**src/rtl/multicycle_control.sv**
```systemverilog
// Multicycle RV32I(M) control unit: FETCH/DECODE/EXECUTE/MEM/WB/TRAP sequencer with
// combinational strobes, held ALU controls, optional data-memory timeout and retire counter.
module multicycle_control #(
  parameter int unsigned ENABLE_M    = 0,
  parameter int unsigned MEM_TIMEOUT = 0,
  parameter int unsigned CNT_W       = 32
) (
  input  logic             clk,
  input  logic             rst,
  input  logic [31:0]      instr,
  input  logic             imem_ready,
  input  logic             dmem_ready,
  input  logic             trap_clear,
  output logic             imem_req,
  output logic             ir_write,
  output logic             pc_write,
  output logic             reg_write,
  output logic             mem_read,
  output logic             mem_write,
  output logic             branch,
  output logic             jump,
  output logic [1:0]       alu_src,
  output logic [4:0]       alu_op,
  output logic [1:0]       reg_write_src,
  output logic             trap,
  output logic [1:0]       trap_cause,
  output logic [2:0]       state,
  output logic [CNT_W-1:0] retired
);

  typedef enum logic [2:0] {
    StFetch   = 3'd0,
    StDecode  = 3'd1,
    StExecute = 3'd2,
    StMem     = 3'd3,
    StWb      = 3'd4,
    StTrap    = 3'd5
  } state_e;

  localparam logic [6:0] OpReg    = 7'b0110011;
  localparam logic [6:0] OpImm    = 7'b0010011;
  localparam logic [6:0] OpLoad   = 7'b0000011;
  localparam logic [6:0] OpStore  = 7'b0100011;
  localparam logic [6:0] OpBranch = 7'b1100011;
  localparam logic [6:0] OpJal    = 7'b1101111;
  localparam logic [6:0] OpJalr   = 7'b1100111;
  localparam logic [6:0] OpLui    = 7'b0110111;
  localparam logic [6:0] OpAuipc  = 7'b0010111;

  localparam logic [6:0] F7Base = 7'b0000000;
  localparam logic [6:0] F7Alt  = 7'b0100000;
  localparam logic [6:0] F7Mul  = 7'b0000001;

  localparam logic [1:0] CauseIllegal = 2'b01;
  localparam logic [1:0] CauseTimeout = 2'b10;

  localparam logic [1:0] SrcReg = 2'b00;
  localparam logic [1:0] SrcImm = 2'b01;
  localparam logic [1:0] SrcPc  = 2'b10;

  localparam logic [3:0] AluAdd  = 4'b0000;
  localparam logic [3:0] AluSub  = 4'b1000;
  localparam logic [3:0] AluSlt  = 4'b0010;
  localparam logic [3:0] AluSltu = 4'b0011;

  localparam bit EnM = (ENABLE_M != 0);

  // Counter only needs to reach MEM_TIMEOUT-1; the trap fires on the cycle it would hit the limit.
  localparam int unsigned    WaitW    = (MEM_TIMEOUT > 1) ? $clog2(MEM_TIMEOUT) : 1;
  localparam logic [WaitW-1:0] WaitLast = WaitW'((MEM_TIMEOUT > 0) ? MEM_TIMEOUT - 1 : 0);

  state_e             state_q;
  logic [6:0]         opcode_q;
  logic [2:0]         funct3_q;
  logic [6:0]         funct7_q;
  logic [WaitW-1:0]   wait_q;
  logic [1:0]         trap_cause_q;
  logic [CNT_W-1:0]   retired_q;

  logic               legal;
  logic               is_load;
  logic               is_store;
  logic               is_branch;
  logic               is_link;
  logic               timeout_hit;
  logic [1:0]         alu_src_dec;
  logic [4:0]         alu_op_dec;
  logic [1:0]         rws_dec;

  // Only opcode/funct3/funct7 steer control; the register and immediate fields go to the datapath.
  logic unused_instr_bits;
  assign unused_instr_bits = ^{instr[24:15], instr[11:7]};

  assign is_load     = (opcode_q == OpLoad);
  assign is_store    = (opcode_q == OpStore);
  assign is_branch   = (opcode_q == OpBranch);
  assign is_link     = (opcode_q == OpJal) || (opcode_q == OpJalr);
  assign timeout_hit = (MEM_TIMEOUT != 0) && (wait_q == WaitLast);

  always_comb begin
    legal = 1'b0;
    case (opcode_q)
      OpReg: begin
        legal = (funct7_q == F7Base) ||
                ((funct7_q == F7Alt) && ((funct3_q == 3'b000) || (funct3_q == 3'b101))) ||
                (EnM && (funct7_q == F7Mul));
      end
      OpImm: begin
        if (funct3_q == 3'b001) begin
          legal = (funct7_q == F7Base);
        end else if (funct3_q == 3'b101) begin
          legal = (funct7_q == F7Base) || (funct7_q == F7Alt);
        end else begin
          legal = 1'b1;
        end
      end
      OpLoad:                 legal = !(funct3_q inside {3'b011, 3'b110, 3'b111});
      OpStore:                legal = (funct3_q <= 3'b010);
      OpBranch:               legal = !(funct3_q inside {3'b010, 3'b011});
      OpJalr:                 legal = (funct3_q == 3'b000);
      OpJal, OpLui, OpAuipc:  legal = 1'b1;
      default:                legal = 1'b0;
    endcase
  end

  // funct7[5] selects SUB/SRA; for I-type only SRAI uses it, other immediates reuse those bits.
  always_comb begin
    alu_src_dec = SrcReg;
    alu_op_dec  = 5'b00000;
    rws_dec     = 2'b00;
    case (opcode_q)
      OpReg: begin
        if (funct7_q == F7Mul) begin
          alu_op_dec = {2'b10, funct3_q};
        end else begin
          alu_op_dec = {1'b0, funct7_q[5] & ((funct3_q == 3'b000) || (funct3_q == 3'b101)),
                        funct3_q};
        end
      end
      OpImm: begin
        alu_src_dec = SrcImm;
        alu_op_dec  = {1'b0, funct7_q[5] & (funct3_q == 3'b101), funct3_q};
      end
      OpLoad: begin
        alu_src_dec = SrcImm;
        alu_op_dec  = {1'b0, AluAdd};
        rws_dec     = 2'b01;
      end
      OpStore: begin
        alu_src_dec = SrcImm;
        alu_op_dec  = {1'b0, AluAdd};
      end
      OpJalr: begin
        alu_src_dec = SrcImm;
        alu_op_dec  = {1'b0, AluAdd};
        rws_dec     = 2'b10;
      end
      OpJal: begin
        alu_src_dec = SrcPc;
        alu_op_dec  = {1'b0, AluAdd};
        rws_dec     = 2'b10;
      end
      OpLui: begin
        alu_src_dec = SrcImm;
        alu_op_dec  = {1'b0, AluAdd};
        rws_dec     = 2'b11;
      end
      OpAuipc: begin
        alu_src_dec = SrcPc;
        alu_op_dec  = {1'b0, AluAdd};
      end
      OpBranch: begin
        if (!funct3_q[2]) begin
          alu_op_dec = {1'b0, AluSub};
        end else if (!funct3_q[1]) begin
          alu_op_dec = {1'b0, AluSlt};
        end else begin
          alu_op_dec = {1'b0, AluSltu};
        end
      end
      default: ;
    endcase
  end

  always_ff @(posedge clk or posedge rst) begin
    if (rst) begin
      state_q      <= StFetch;
      opcode_q     <= '0;
      funct3_q     <= '0;
      funct7_q     <= '0;
      wait_q       <= '0;
      trap_cause_q <= 2'b00;
      retired_q    <= '0;
    end else begin
      if (pc_write) begin
        retired_q <= retired_q + CNT_W'(1);
      end
      case (state_q)
        StFetch: begin
          if (imem_ready) begin
            opcode_q <= instr[6:0];
            funct3_q <= instr[14:12];
            funct7_q <= instr[31:25];
            state_q  <= StDecode;
          end
        end
        StDecode: begin
          if (legal) begin
            state_q <= StExecute;
          end else begin
            state_q      <= StTrap;
            trap_cause_q <= CauseIllegal;
          end
        end
        StExecute: begin
          if (is_load || is_store) begin
            state_q <= StMem;
            wait_q  <= '0;
          end else if (is_branch) begin
            state_q <= StFetch;
          end else begin
            state_q <= StWb;
          end
        end
        StMem: begin
          if (dmem_ready) begin
            state_q <= is_load ? StWb : StFetch;
          end else if (timeout_hit) begin
            state_q      <= StTrap;
            trap_cause_q <= CauseTimeout;
          end else if (MEM_TIMEOUT != 0) begin
            wait_q <= wait_q + WaitW'(1);
          end
        end
        StWb: state_q <= StFetch;
        StTrap: begin
          if (trap_clear) begin
            state_q      <= StFetch;
            trap_cause_q <= 2'b00;
          end
        end
        default: state_q <= StFetch;
      endcase
    end
  end

  // Strobes are gated by rst so nothing (not even imem_req) leaks out while reset is held.
  always_comb begin
    imem_req      = 1'b0;
    ir_write      = 1'b0;
    pc_write      = 1'b0;
    reg_write     = 1'b0;
    mem_read      = 1'b0;
    mem_write     = 1'b0;
    branch        = 1'b0;
    jump          = 1'b0;
    alu_src       = 2'b00;
    alu_op        = 5'b00000;
    reg_write_src = 2'b00;
    if (!rst) begin
      case (state_q)
        StFetch: begin
          imem_req = 1'b1;
          ir_write = imem_ready;
        end
        StExecute: begin
          alu_src = alu_src_dec;
          alu_op  = alu_op_dec;
          if (is_branch) begin
            branch   = 1'b1;
            pc_write = 1'b1;
          end
        end
        StMem: begin
          alu_src   = alu_src_dec;
          alu_op    = alu_op_dec;
          mem_read  = is_load;
          mem_write = is_store;
          pc_write  = is_store & dmem_ready;
        end
        StWb: begin
          alu_src       = alu_src_dec;
          alu_op        = alu_op_dec;
          reg_write     = 1'b1;
          pc_write      = 1'b1;
          reg_write_src = rws_dec;
          jump          = is_link;
        end
        default: ;
      endcase
    end
  end

  assign trap       = (state_q == StTrap);
  assign trap_cause = trap_cause_q;
  assign state      = state_q;
  assign retired    = retired_q;

endmodule

```
**config.mk**
```make
export PLATFORM = sky130hd
export DESIGN_NAME = multicycle_control
export DESIGN_NICKNAME = d
export VERILOG_FILES = /design/src/rtl/multicycle_control.sv
export SDC_FILE = /design/constraint.sdc
export NUM_CORES = 1
export LEC_CHECK = 0
export ABC_AREA = 1
export ABC_CLOCK_PERIOD_IN_PS = 3900
export CAP_MARGIN = 20
export CORE_ASPECT_RATIO = 1.4
export CORE_UTILIZATION = 45
export DETAILED_ROUTE_END_ITERATION = 16
export GPL_ROUTABILITY_DRIVEN = 0
export HOLD_SLACK_MARGIN = 0.08
export PLACE_DENSITY = 0.84
export SLEW_MARGIN = 20
export SYNTH_ARGS = -nofsm -noshare
export SYNTH_HDL_FRONTEND = slang
export SYNTH_SLANG_ARGS = --single-unit
```
**constraint.sdc**
```tcl
create_clock -name clk -period 3.9 [get_ports clk]
set_input_delay 0.975 -clock clk [delete_from_list [all_inputs] [get_ports clk]]
set_output_delay 0.975 -clock clk [all_outputs]
set_load 0.005 [all_outputs]
```
==> impl_metrics.yaml, run 1 <==
outcome:
  status: "finished clean"
drt:
  routed_wl_um: 8760
  wire_per_inst_um: 13.5
  vias: 3313
  first_pass_iters: 4
  drtIter0Drc: 169
  drtAntennaViolNets: 0
  wl_met2_um: 4620
  routed_via_density: 5.09
  top_layer_used: "met4"
  wl_met3_um: 508
  wl_met1_um: 3340
  drc_errors: 0
timing:
  period_share: 0.923
  slew_violations: 0
  maxSlewHeadroom: 0.549
  finalCriticalPeriod_ns: 3.60
  fin_setup_tns_ns: 0
  skew_ns: 0.0121
  fmax_mhz: 278
  worst_slack_ns: 0.300
  worst-slew-pin-transition_ns: 0.677
  finalHoldViolCount: 0
  finalSetupViolCount: 0
  rsz0062_at_grt: "no"
die:
  rows: 36
  dieWidth_um: 75.1
  initial_core_util: 0.473
  fp.dieH_um: 104
  die_area_um2: 7830
  pin_count: 92
  core_um2: 7120
pwr:
  vdd_ir_drop_max_v: 0.000247
  pwr_density_cell_nw_per_um2: 500
  p_leak_uw: 0.00190
critical_path:
  criticalPathCategory: "input pin to output pin"
  r2r_slack_ns: 1.97
  crit_fanout: 8
  reg2regPathDepth: 12
  r2r-start: "opcode_q[4]"
  arrival_ns: 2.62
  timing.rr.end: "retired[4]"
  crit_path_start_kind: "input pin"
  crit_required_ns: 2.92
  end_kind: "output pin"
layout:
  finalNetCount: 593
  fin_util: 0.605
  num-fill-cells: 678
  drive_gt1_frac: 0.0594
  finalNonFillerCells: 651
  n_antenna_cell: 0
  syn2layout_area_growth_pct: 28.1
grt:
  first_global_vias: 3184
  overflow: 0
  grt_pass1_wl_um: 14300
  grt_usage: 0.239
  antenna_found_initial: 0
  grt_max_degree: 54
min_path:
  whs_path_depth: 2
  whs_endpoint: "trap_cause[0]"
  worstHoldStart: "trap_cause[0]"
  hp-class: "register to register"
yosys:
  yosysUniqueCellTypes: 33
  syn_nets: 517
  synth_largest_area_cell: "dfrtp_1"
  ys_seq_area_frac: 0.394
  synth_area_um2: 3360
  synth_cells: 479
  synth-seq-cells: 53
  yosysWarnings: 0
  avgSynthCellArea_um2: 7.02
  synth_top_area_share: 0.394
  ys_top_cells_by_area: "dfrtp_1, nand2_1, nor2_1"
clocking:
  cts-resized-gates: 0
  tritoncts: "done"
  path_clk_slew_ns: 0.10
  clock_latency_ns: 0.31
  cts.htree.levels: 2
  hold_buffers: 0
  cts-root-buf: "clkbuf_8"
  clock_path_buffers: 2
  cts_buffers: 5
  post-cts-setup-buffer-count: 0
  cts_sinks: 53
placed_design:
  dp_hpwl_um: 6640
  io_buffers: 75
  dp_slack_ns: 0.297
  placedCellCount: 643
flow_run:
  cap_violations: 0
[worst max path at each step]
| stage | cells past startpoint | slack (ns) | endpoint | from |
|---|---|---|---|---|
| CTS | 5 | 0.30 | alu_op[0] | rst |
| global route | 5 | 0.20 | alu_op[0] | rst |
| global placement | 5 | 0.36 | alu_op[4] | rst |
| detailed placement | 5 | 0.30 | alu_op[0] | rst |
| floorplan | 5 | 0.20 | pc_write | rst |
| finish | 5 | 0.30 | alu_op[3] | rst |
[flip-flops by register name, summed over array words and instances (netlist names)]
register    count
retired        32
opcode_q        7
funct7_q        7
funct3_q        3
trap_cause      1
state           3
[per-stage QoR]
stage / total power, uW / hold WS [ns] / cell area (um2)
3_5_place_dp: 1770 / 0.467 / 4190
2_1_floorplan: 1410 / 0.472 / 3360
6_report: 2150 / 0.489 / 4310
3_3_place_gp: 1730 / 0.471 / 4190
5_1_grt: 2320 / 0.528 / 4310
4_1_cts: 2170 / 0.492 / 4310
[Yosys cell counts]
library cell and n:
a21oi_1 17, a31oi_1 1, a41oi_1 1, buf_2 4
buf_4 1, buf_6 4, clkbuf_1 1, clkinv_4 1
conb_1 1, dfrtp_1 53, ha_1 1, inv_1 51
inv_2 2, mux2_2 8, nand2_1 151, nand2_2 3
nand2_4 1, nand3_1 21, nand3_2 1, nand3_4 1
nand3b_1 3, nand4_1 2, nor2_1 73, nor2_4 2
nor3_1 20, nor3b_1 1, nor4_1 2, o21a_1 1
o21ai_0 10, o21ai_1 13, or2_2 1, xnor2_1 7
xor2_1 20
[cells in the final DEF, fill, tap and decap left out, types with 7 or more instances in the layout]
| cell | n |
|---|---|
| o21ai_0 | 10 |
| nand3_1 | 21 |
| mux2_2 | 8 |
| clkdlybuf4s50_1 | 75 |
| a21oi_1 | 17 |
| nand2_1 | 151 |
| inv_1 | 50 |
| o21ai_1 | 13 |
| xnor2_1 | 7 |
| nor2_1 | 73 |
| nor3_1 | 20 |
| xor2_1 | 20 |
| dfrtp_1 | 53 |
[area by class of cell]
| class | instances | area, um2 | share of cell area |
|---|---|---|---|
| clock buffers | 6 | 82.6 | 0.0192 |
| clock inverters | 2 | 37.5 | 0.00872 |
| inverters | 54 | 208 | 0.0482 |
| multi-input cells | 362 | 1750 | 0.407 |
| flip-flops and latches | 53 | 1330 | 0.308 |
| well taps | 95 | 119 | 0.0276 |
| repair buffers | 79 | 781 | 0.181 |
[where the power goes]
part,switching (uW),total (uW),internal (uW)
Clock,188,397,209
Combinational,467,865,398
Sequential,172,892,719
[critical path, stage by stage]
cell	delay (ns)
clkdlybuf4s50_1	0.55
nor2_1	0.23
o21ai_0	0.16
a21oi_1	0.17
clkdlybuf4s50_1	0.54
[cell families after synthesis]
kind of cell	Yosys count	synth area share
buf+inv	64	0.0844
other cells	1	0.00112
xor+xnor	27	0.0703
compound gates	43	0.0662
fa+ha+maj	1	0.00372
flops	53	0.394
simple gates	282	0.353
mux	8	0.0268
[metal layers]
metal  up-vias  GRT usage
li1       1646          -
met1      1522      0.262
met2       123      0.429
met3        22     0.0426
met4         0      0.108
met5         -          0
Note: power is estimated with default switching activity, not from simulation.
==> run 2, diff against run 1 <==
--- a/config.mk
+++ b/config.mk
@@ -11,9 +11,10 @@
 export CORE_ASPECT_RATIO = 1.4
 export CORE_UTILIZATION = 45
 export DETAILED_ROUTE_END_ITERATION = 16
+export DONT_BUFFER_PORTS = 1
 export GPL_ROUTABILITY_DRIVEN = 0
 export HOLD_SLACK_MARGIN = 0.08
-export PLACE_DENSITY = 0.84
+export PLACE_DENSITY = 0.69
 export SLEW_MARGIN = 20
 export SYNTH_ARGS = -nofsm -noshare
 export SYNTH_HDL_FRONTEND = slang
==> run 2 against run 1 <==
  * Sequential share of layout area up 7.0 points
  * Via count down 11%
  * Clock skew down 0.0048 ns
  * Flip-flop and latch count unchanged
  * Register-to-register slack about the same
  * Combinational power down 27%
  * Routed wire length down 7.2%
  * Cell area down 19%
  * Final cell count down 12%
==> impl_metrics.yaml, run 2 (synthesis gave the netlist of run 1 again) <==
grt:
  grt_max_degree: 54
  antenna_found_initial: 0
  first_global_vias: 2899
  grt_usage: 0.217
  overflow: 0
  grt_pass1_wl_um: 13100
layout:
  finalNonFillerCells: 573
  final_common_cell: "nand2_1"
  syn2layout_area_growth_pct: 4.20
  largest_reg_flops: 32
  final_cell_mix: "nand2_1, nor2_1, dfrtp_1"
  fin_area_um2: 3500
  drive_gt1_frac: 0.0628
  n_antenna_cell: 0
  finalNetCount: 515
clocking:
  hold_buffers: 0
  cts_sinks: 53
  cts-resized-gates: 0
  path_clk_slew_ns: 0.10
  cts_buffers: 5
  cts.htree.levels: 2
  clock_latency_ns: 0.31
  tritoncts: "done"
  clock_path_buffers: 2
  post-cts-setup-buffer-count: 0
  cts-root-buf: "clkbuf_8"
pwr:
  pwr-share-clk: 0.171
  pwr-share-seq: 0.492
  p_sw_uw: 806
  pwr_density_cell_nw_per_um2: 533
  p_leak_uw: 0.00159
  p_int_uw: 1060
  power_frac_comb: 0.337
  switching_share: 0.431
  vdd_ir_drop_max_v: 0.000293
placed_design:
  dpl-instance-area_um2: 3410
  dp_hpwl_um: 6170
  io_buffers: 0
  placedCellCount: 565
critical_path:
  crit_required_ns: 2.92
  reg2regPathDepth: 9
  timing.rr.end: "retired[8]"
  r2r-start: "opcode_q[3]"
  arrival_ns: 1.99
  crit_path_start_kind: "register"
  cp_cell_sequence: "inv_1 -> nand3_4 -> nor3_1 -> nand3_1 -> nand3_2 -> nand2_4 -> clkinv_4"
  slowest_delay_ns: 0.40
  slowest_stage: "dfrtp_1"
  end_kind: "output pin"
  criticalPathCategory: "register to output pin"
  r2r_slack_ns: 1.96
  crit_fanout: 40
drt:
  vias: 2964
  drtIter0Drc: 93
  wire_per_inst_um: 14.2
  drc_errors: 0
  drtAntennaViolNets: 0
  first_pass_iters: 4
  routed_via_density: 5.17
  routed_wl_um: 8130
min_path:
  hp-class: "register to register"
  worstHoldStart: "opcode_q[0]"
  whs_endpoint: "opcode_q[0]"
  whs_path_depth: 1
die:
  pin_count: 92
  initial_core_util: 0.473
  rows: 36
  core_um2: 7120
  die_area_um2: 7830
  dieWidth_um: 75.1
  fp.dieH_um: 104
timing:
  maxSlewHeadroom: 0.539
  fin_setup_tns_ns: 0
  period_share: 0.759
  slew_violations: 0
  rsz0062_at_grt: "no"
  fmax_mhz: 338
  finalCriticalPeriod_ns: 2.96
  finalHoldViolCount: 0
  finalSetupViolCount: 0
  skew_ns: 0.00729
  worst-slew-pin-transition_ns: 0.691
outcome:
  status: "finished clean"
flow_run:
  cap_violations: 0
## run 2: cell types whose count changed in the layout (fill, tap and decap cells not counted)
cell             delta
clkbuf_8            -1
buf_4               -3
bufinv_16           -1
clkinvlp_4          +2
clkdlybuf4s50_1    -75
## run 2: area by class of cell
type	instances	area, um2
clock buffer	5	68.8
fill	786	3610
clock inverter	3	22.5
tap	95	119
inverter	54	208
sequential	53	1330
timing repair buffer	1	7.51
multi-input combinational	362	1750
## run 2: stage by stage
stage                     hold WS [ns]  worst slack [ns]   util  power, uW
after floorplan                  0.472             0.205      -       1410
after global placement           0.490              1.21  0.480       1540
after detailed placement         0.495              1.18  0.480       1570
after CTS                        0.521             0.923  0.492       1890
after global routing             0.531             0.731  0.492       2020
final                            0.513             0.940  0.492       1870
## run 2: worst max-delay path, delay by kind of cell, from the launching register on
kind,cells,cell delay [ns]
buffers and inverters,2,0.44
flip-flops,1,0.40
AND/OR/NAND/NOR,5,0.79
## run 2: routing by layer
| metal | track usage | vias up | wire length, um |
|---|---|---|---|
| li1 | - | 1495 | - |
| met1 | 0.228 | 1362 | 3220 |
| met2 | 0.402 | 89 | 4200 |
| met3 | 0.0417 | 18 | 475 |
| met4 | 0.0876 | 0 | 234 |
| met5 | 0 | - | 0 |
## run 2: power by group through the flow
stage                     Clock, uW  Combinational, uW  Sequential (uW)
after global placement            0                613              923
after detailed placement          0                635              930
after global routing            354                723              945
after CTS                       334                637              920
final                           319                631              919
after floorplan                   0                545              870
## run 2: how the worst max path moves through the flow
stage	end	slack (ns)	startpoint
6_report	pc_write	0.94	opcode_q[3]
2_1_floorplan	pc_write	0.20	rst
3_3_place_gp	pc_write	1.21	dmem_ready
4_1_cts	pc_write	0.92	opcode_q[3]
3_5_place_dp	pc_write	1.18	dmem_ready
5_1_grt	pc_write	0.73	opcode_q[1]
==> run 3, diff against run 2 <==
--- a/config.mk
+++ b/config.mk
@@ -6,7 +6,7 @@
 export NUM_CORES = 1
 export LEC_CHECK = 0
 export ABC_AREA = 1
-export ABC_CLOCK_PERIOD_IN_PS = 3900
+export ABC_CLOCK_PERIOD_IN_PS = 3000
 export CAP_MARGIN = 20
 export CORE_ASPECT_RATIO = 1.4
 export CORE_UTILIZATION = 45
==> constraint.sdc (replaced) <==
create_clock -name clk -period 3 [get_ports clk]
set_input_delay 0.75 -clock clk [delete_from_list [all_inputs] [get_ports clk]]
set_output_delay 0.75 -clock clk [all_outputs]
set_load 0.005 [all_outputs]
==> run 3 against run 2 <==
  * Routed wire length shrank 2.1%
  * Final cell count is the same
  * Sequential power grew 29%
  * Critical path type unchanged
  * Power grew 38%
  * Core utilization grew 0.65 points
  * Combinational power grew 29%
  * Worst setup slack lost 0.67 ns
  * Die area is the same
  * Largest cell class unchanged
  * Worst hold slack gained 0.0038 ns
  * Clock skew grew 0.0033 ns
==> impl_metrics.yaml, run 3 (synthesis gave the netlist of run 1 again) <==
outcome:
  status: "finished clean"
timing:
  worst_slack_ns: 0.267
  finalCriticalPeriod_ns: 2.73
  rsz0062_at_grt: "no"
  maxSlewHeadroom: 0.558
  finalSetupViolCount: 0
  skew_ns: 0.0106
  slew_violations: 0
  fin_setup_tns_ns: 0
  fmax_mhz: 366
  period_share: 0.911
  finalHoldViolCount: 0
  worst-slew-pin-transition_ns: 0.663
die:
  core_um2: 7120
  die_area_um2: 7830
  dieWidth_um: 75.1
  fp.dieH_um: 104
  rows: 36
  pin_count: 92
  initial_core_util: 0.473
critical_path:
  reg2regPathDepth: 9
  crit_path_start_kind: "register"
  end_kind: "output pin"
  criticalPathCategory: "register to output pin"
  timing.rr.end: "retired[31]"
  crit_required_ns: 2.25
  r2r_slack_ns: 1.07
  r2r-start: "opcode_q[2]"
  startpoint: "opcode_q[2]"
  arrival_ns: 1.98
  crit_fanout: 40
drt:
  wire_per_inst_um: 13.9
  routed_wl_um: 7960
  first_pass_iters: 5
  drtIter0Drc: 91
  drc_errors: 0
  routed_via_density: 5.12
  vias: 2936
  drtAntennaViolNets: 0
clocking:
  post-cts-setup-buffer-count: 0
  cts_buffers: 5
  cts.htree.levels: 2
  cts-root-buf: "clkbuf_8"
  clock_path_buffers: 2
  cts-resized-gates: 0
  hold_buffers: 0
  clock_latency_ns: 0.31
  path_clk_slew_ns: 0.10
  tritoncts: "done"
  cts_sinks: 53
grt:
  antenna_found_initial: 0
  grt_usage: 0.211
  grt_pass1_wl_um: 12700
  first_global_vias: 2833
  grt_max_degree: 54
  overflow: 0
layout:
  drive_gt1_frac: 0.0628
  final_cell_mix: "nand2_1, nor2_1, dfrtp_1"
  syn2layout_area_growth_pct: 5.58
  n_antenna_cell: 0
  finalNetCount: 515
  fin_util: 0.499
  num-fill-cells: 752
  largest_reg_flops: 32
  final_common_cell: "nand2_1"
pwr:
  pwr_density_cell_nw_per_um2: 729
  p_leak_uw: 0.00162
  vdd_ir_drop_max_v: 0.000263
min_path:
  worstHoldStart: "funct7_q[6]"
  hp-class: "register to register"
  whs_path_depth: 1
  whs_endpoint: "funct7_q[6]"
placed_design:
  dp_slack_ns: 0.624
  dp_hpwl_um: 6190
  io_buffers: 0
flow_run:
  cap_violations: 0
run 3: per-layer routing:
| metal | vias to the layer above | wire (um) | GRT usage |
|---|---|---|---|
| li1 | 1497 | - | - |
| met1 | 1332 | 3140 | 0.227 |
| met2 | 91 | 4090 | 0.388 |
| met3 | 16 | 520 | 0.0465 |
| met4 | 0 | 204 | 0.0755 |
| met5 | - | 0 | 0 |
run 3: report_power, final:
part / internal [uW] / leakage (uW) / switching [uW]
combinational: 283 / 0.000881 / 534
clock: 332 / 0.0000681 / 246
sequential: 935 / 0.000669 / 258
run 3: metrics by stage:
step                      area (um2)  cells  power, uW  hold slack [ns]
after floorplan                 3370    479       1840            0.472
after global placement          3420    565       2000            0.489
after detailed placement        3420    565       2030            0.498
after CTS                       3550    573       2610            0.521
after global routing            3550    573       2780            0.540
final                           3550    573       2590            0.517
run 3: worst max path at each step:
stage | to | slack (ns) | cells after the start
floorplan | pc_write | 0.004 | 5
global placement | pc_write | 0.64 | 7
detailed placement | pc_write | 0.62 | 7
CTS | pc_write | 0.26 | 7
global route | pc_write | 0.1 | 7
finish | pc_write | 0.27 | 7
run 3: cell type report:
class / count / area [um2] / share of cell area
Multi-Input combinational cell: 362 / 1750 / 0.494
Inverter: 54 / 211 / 0.0595
Timing Repair Buffer: 1 / 7.51 / 0.00211
Sequential cell: 53 / 1330 / 0.374
Clock inverter: 3 / 65.1 / 0.0183
Tap cell: 95 / 119 / 0.0335
Clock buffer: 5 / 68.8 / 0.0194
run 3: worst max-delay path, stage by stage (launching register included):
cell	delay (ns)
dfrtp_1	0.41
inv_1	0.14
nand3_4	0.14
nor3_1	0.26
nand3_1	0.13
nand3_2	0.10
nand2_4	0.18
clkinv_4	0.30
